==> src/rtl/vga_fb_pkg.sv <==
// rtl/vga_fb_pkg.sv - shared types and constants for the frame-buffer arbiter
package vga_fb_pkg;

    typedef enum logic [1:0] {
        OWN_NONE,
        OWN_DISP,
        OWN_WBUF,
        OWN_HRD
    } owner_t;

    localparam int STAT_W = 16;

endpackage

==> src/rtl/vga_fb_wbuf.sv <==
// rtl/vga_fb_wbuf.sv - 1-entry posted-write buffer; load wins over drain
module vga_fb_wbuf #(
    parameter int AW = 10,
    parameter int DW = 12
) (
    input  logic          clk,
    input  logic          rst_n,
    input  logic          load,
    input  logic          drain,
    input  logic [AW-1:0] wr_addr,
    input  logic [DW-1:0] wr_data,
    output logic          vld,
    output logic [AW-1:0] addr,
    output logic [DW-1:0] data
);

    always_ff @(posedge clk or negedge rst_n) begin
        if (!rst_n) begin
            vld  <= 1'b0;
            addr <= '0;
            data <= '0;
        end else if (load) begin
            vld  <= 1'b1;
            addr <= wr_addr;
            data <= wr_data;
        end else if (drain) begin
            vld  <= 1'b0;
        end
    end

endmodule

==> src/rtl/vga_fb_arbiter.sv <==
// rtl/vga_fb_arbiter.sv - display/host arbiter for a 1RW frame-buffer RAM
// Optional stall statistics counter enabled by VGA_FB_ARB_STAT_EN.
module vga_fb_arbiter
    import vga_fb_pkg::*;
#(
    parameter int AW = 10,
    parameter int DW = 12
) (
    input  logic          clk,
    input  logic          rst_n,
    input  logic          disp_req,
    input  logic [AW-1:0] disp_addr,
    output logic          disp_rvld,
    output logic [DW-1:0] disp_rdata,
    input  logic          host_req,
    input  logic          host_we,
    input  logic [AW-1:0] host_addr,
    input  logic [DW-1:0] host_wdata,
    output logic          host_ack,
    output logic          host_rvld,
    output logic [DW-1:0] host_rdata,
    output logic          ram_we,
    output logic [AW-1:0] ram_addr,
    output logic [DW-1:0] ram_din,
    input  logic [DW-1:0] ram_dout
`ifdef VGA_FB_ARB_STAT_EN
    ,
    input  logic              stat_clr,
    output logic [STAT_W-1:0] stat_stall_cnt
`endif
);

    owner_t        owner;
    logic          wbuf_vld;
    logic [AW-1:0] wbuf_addr;
    logic [DW-1:0] wbuf_data;
    logic          wbuf_load;

    always_comb begin
        owner = OWN_NONE;
        if (disp_req)
            owner = OWN_DISP;
        else if (wbuf_vld)
            owner = OWN_WBUF;
        else if (host_req && !host_we)
            owner = OWN_HRD;
    end

    // A write may refill the buffer in the same cycle it drains, sustaining one write per cycle.
    always_comb begin
        host_ack = 1'b0;
        if (rst_n && host_req)
            host_ack = host_we ? (!wbuf_vld || owner == OWN_WBUF) : (owner == OWN_HRD);
        ram_we   = rst_n && (owner == OWN_WBUF);
        ram_din  = wbuf_data;
        ram_addr = disp_addr;
        if (owner == OWN_WBUF)
            ram_addr = wbuf_addr;
        else if (owner == OWN_HRD)
            ram_addr = host_addr;
    end

    assign wbuf_load  = host_ack && host_we;
    assign disp_rdata = ram_dout;
    assign host_rdata = ram_dout;

    vga_fb_wbuf #(.AW(AW), .DW(DW)) u_wbuf (
        .clk     (clk),
        .rst_n   (rst_n),
        .load    (wbuf_load),
        .drain   (owner == OWN_WBUF),
        .wr_addr (host_addr),
        .wr_data (host_wdata),
        .vld     (wbuf_vld),
        .addr    (wbuf_addr),
        .data    (wbuf_data)
    );

    always_ff @(posedge clk or negedge rst_n) begin
        if (!rst_n) begin
            disp_rvld <= 1'b0;
            host_rvld <= 1'b0;
        end else begin
            disp_rvld <= (owner == OWN_DISP);
            host_rvld <= (owner == OWN_HRD);
        end
    end

`ifdef VGA_FB_ARB_STAT_EN
    always_ff @(posedge clk or negedge rst_n) begin
        if (!rst_n)
            stat_stall_cnt <= '0;
        else if (stat_clr)
            stat_stall_cnt <= '0;
        else if (host_req && !host_ack && stat_stall_cnt != {STAT_W{1'b1}})
            stat_stall_cnt <= stat_stall_cnt + STAT_W'(1);
    end
`else
`endif

endmodule

==> config.mk <==
export PLATFORM = sky130hd
export DESIGN_NAME = vga_fb_arbiter
export DESIGN_NICKNAME = d
export VERILOG_FILES = /design/src/rtl/vga_fb_pkg.sv /design/src/rtl/vga_fb_wbuf.sv /design/src/rtl/vga_fb_arbiter.sv
export SDC_FILE = /design/constraint.sdc
export NUM_CORES = 1
export LEC_CHECK = 0
export ABC_CLOCK_PERIOD_IN_PS = 1700
export BUFFER_PORTS_ARGS = -buffer_cell sky130_fd_sc_hd__clkbuf_2
export CORE_ASPECT_RATIO = 0.8
export CORE_UTILIZATION = 25
export DETAILED_ROUTE_END_ITERATION = 12
export HOLD_SLACK_MARGIN = 0.06
export SLEW_MARGIN = 20
export SYNTH_ARGS = -nofsm -noshare
export SYNTH_HDL_FRONTEND = slang
export SYNTH_SLANG_ARGS = --single-unit
export TNS_END_PERCENT = 50
==> constraint.sdc <==
create_clock -name clk -period 1.7 [get_ports clk]
set_input_delay 0.425 -clock clk [delete_from_list [all_inputs] [get_ports clk]]
set_output_delay 0.425 -clock clk [all_outputs]
set_load 0.01 [all_outputs]
==> summary.md <==
| Metric | Value |
|---|---|
| Via Count | `1106` |
| Endpoint class of the critical path | `output port` |
| Area contributors post-synth | `dfrtp_1 (44%), buf_4 (13%), mux2_2 (9.4%)` |
| Net count of the mapped netlist | `170` |
| Portion of synthesized cell area occupied by the leading cell type | `43.74%` |
| Static Leakage | `0.8926 nW` |
| Die boundary height | `69.65 µm` |
| Most used standard cells in the synthesized netlist | `dfrtp_1 (25), buf_4 (24), mux2_2 (12), o22ai_1 (11)` |
| Largest net degree at the start of global routing | `15` |
| Final period util | `104.1%` |
| Part of the total power dissipated in combinational logic | `30.0%` |
| Worst-path clk slew | `0.10 ns` |
| Count of max-cap constraint violations | `0` |
| Global-route total usage across every layer | `11.39%` |
| Total of warnings raised by yosys | `0` |
| Initial Utilization | `26.02%` |
| Portion of total power attributed to sequential cells | `47.9%` |
| Gate Count Post-Synth | `121` |
| Number of nets in the layout | `224` |
| Number of pins with negative max-slew slack in the final report | `0` |
| Die Outline Area | `6029 µm²` |
| Via count of the first global-routing pass | `1063` |
| Count of buffers inserted at the top-level ports | `62` |
| Number of flip-flops and latches in the synthesized netlist | `25` |
| Setup slack at placement | `-0.1573 ns` |
| Worst Slack Setup Final | `-0.06924 ns` |
| CTS Root Buffer Type | `clkbuf_8` |
| Failing checks | `setup timing` |
| CTS tree | `built` |
| Share of post-route cells with drive strength above 1 | `67.82%` |
| Final weighted congestion of routability-driven global placement | `0.7632` |
| IR Drop Worst-Case VDD | `0.4060 mV` |
| Critical Path Start Type | `input port` |
| Count of unresolved DRC violations after routing | `0` |
| Global-route track usage on met3 | `3.571%` |
| Clock power share | `22.1%` |
| Design Power | `1.601 mW` |
| Endpoints failing hold | `0` |
| Aggregate global routing overflow | `0` |
| Async set-or-reset flop fraction in the synthesized netlist | `100.0%` |
| Number of core rows | `24` |
| Layer with the highest usage after global routing | `met2` |
| Final worst clock skew | `0.01026 ns` |
| Most numerous cell in the Yosys netlist | `dfrtp_1` |
| Drt total wl | `3354 µm` |
| EDFF count, synth | `0` |
| Maximum fanout count along the critical path | `6` |
| Net switching power figure | `463.7 µW` |
| Via density per instance | `4.389` |
| Wire length of the first global-routing pass | `5230 µm` |
| DPL Wire Length | `2522 µm` |
| Type of the most critical hold path | `in -> async` |
| Met2 demand-to-capacity share in global routing | `18.87%` |
| Per-instance average area after synthesis | `11.82 µm²` |
| Area growth from synthesis to final layout | `33.51%` |
| Switching power as a share of total power | `28.96%` |
| Number of nets with antenna violations after detailed routing | `0` |
| Clock latency reported for the late side of the worst-skew pair | `0.27 ns` |
| Endpoint required time on the critical path | `1.27 ns` |
| Pre-antenna DRT Iters | `4` |
| Classification of the worst setup path | `in -> out` |
| Internal power component | `1.138 mW` |
| Clock sink total | `25` |
| Number of diodes | `0` |
| Result of the run | `complete, but fails checks` |
| I/O Pins | `99` |
| Total of endpoints with negative setup slack in the final report | `11` |
| Number of antenna violations at the first check in global routing | `0` |
| Standard cell core area | `5495 µm²` |
| Fraction of met1 tracks used by global routing | `14.89%` |
| Setup repair after global routing missed its margin | `true` |
| Most used flip-flop cell after synthesis | `dfrtp_1` |
| Maximum frequency from static timing analysis | `0.5652 GHz` |
| Synth area leader | `dfrtp_1` |
| Die width | `86.56 µm` |
| Cell area after synthesis | `1430 µm²` |
| Time the final worst path needs with I/O delays and setup | `1.769 ns` |
| Count of different cell masters after synthesis | `20` |
| Worst Path Arrival | `1.34 ns` |
| TritonCTS buffer count | `3` |
| Sequential area share after synthesis | `43.74%` |
| Wire per inst | `13.31 µm` |
| Violation count after the first detailed-route iteration | `26` |
| Power Dens Cells | `838.7 nW/µm²` |
| Number of fillers in the final layout | `568` |
| Worst relative slew slack | `87.25%` |
| Maximum root-to-sink buffer count | `2` |
| Slew at the pin closest to its max-slew limit | `0.1908 ns` |
| H-tree levels | `1` |
[layer usage]
layer	wire length [µm]	vias to the layer above
met4	10	0
met3	189	2
li1	-	524
met2	1632	35
met5	0	-
met1	1522	545
[layout make-up]
type                       count  area [µm²]  area share, %
clock buffer                   3       41.29          2.163
clock inverter                 1       5.005         0.2621
inverter                       2       7.507         0.3932
multi-input combinational     63       609.3          31.91
sequential                    25       626.9          32.83
tap                           78       97.59          5.111
timing repair buffer          80       521.8          27.33
[power groups by stage]
stage | combinational [mW] | clock [mW] | sequential [mW]
after floorplan | 0.264 | 0 | 0.803
after global placement | 0.445 | 0 | 0.776
after detailed placement | 0.454 | 0 | 0.780
after CTS | 0.479 | 0.375 | 0.769
after global routing | 0.520 | 0.402 | 0.785
final | 0.480 | 0.354 | 0.767
[what timing repair did]
item	4_1_cts	5_1_grt
cloned	1	0
setup buffers	1	0
gates resized for setup	16	15
hold buffers	1	0
pin swaps	20	5
endpoints found under the setup margin	11	11
hold endpoints to repair	1	0
[state kept, by name (all words and copies together) (netlist names)]
name         flops
u_wbuf.data     12
host_rvld        1
disp_rvld        1
u_wbuf.vld       1
u_wbuf.addr     10
[worst max-delay path, stage by stage]
cell and delay (ns):
buf_8 0.10, or3b_4 0.46, o22ai_2 0.13, a21oi_1 0.08, buf_2 0.15
[worst paths after layout]
check	startpoint	to	slack (ns)	cells past startpoint
worst max-delay path	host_we	ram_addr[6]	-0.07	5
worst min-delay path	rst_n	u_wbuf.addr[1]	0.16	2
worst max register to register	u_wbuf.vld	u_wbuf.data[6]	0.28	4
worst min register to register	u_wbuf.data[3]	u_wbuf.data[3]	0.49	1
max in group asynchronous	rst_n	disp_rvld	1.05	2
min in group clk	disp_req	disp_rvld	0.37	2
[layout by cell type, fill, tap and decap left out, types with 3 or more instances in the layout]
cell type and instances:
a21oi_1 6, a21oi_2 4, buf_2 4, buf_4 9, buf_6 7, clkbuf_2 55
clkbuf_8 3, dfrtp_1 24, mux2_1 10, mux2_2 12, o22ai_1 10, o22ai_2 10
[kinds of logic (layout without fill, tap and decap cells)]
| family | count (synthesis) | count (layout) | synth area share (%) |
|---|---|---|---|
| fa+ha+maj | 1 | 1 | 0.6999 |
| buf+inv | 34 | 86 | 17.06 |
| flops | 25 | 25 | 43.74 |
| simple gates | 7 | 8 | 3.500 |
| mux | 22 | 22 | 17.32 |
| compound gates | 32 | 32 | 17.67 |
[per-stage QoR]
stage / hold slack [ns] / std cells / utilization [%] / cell area, µm² / setup TNS (ns)
floorplan: 0.1294 / 121 / - / 1430 / 0
global placement: 0.2472 / 245 / 31.79 / 1747 / -1.093
detailed placement: 0.2472 / 245 / 31.79 / 1747 / -1.221
CTS: 0.1530 / 252 / 34.15 / 1877 / -0.5153
global route: 0.1739 / 252 / 34.75 / 1909 / -0.6994
finish: 0.1636 / 252 / 34.75 / 1909 / -0.3623
Note: power is estimated with default switching activity, not from simulation.
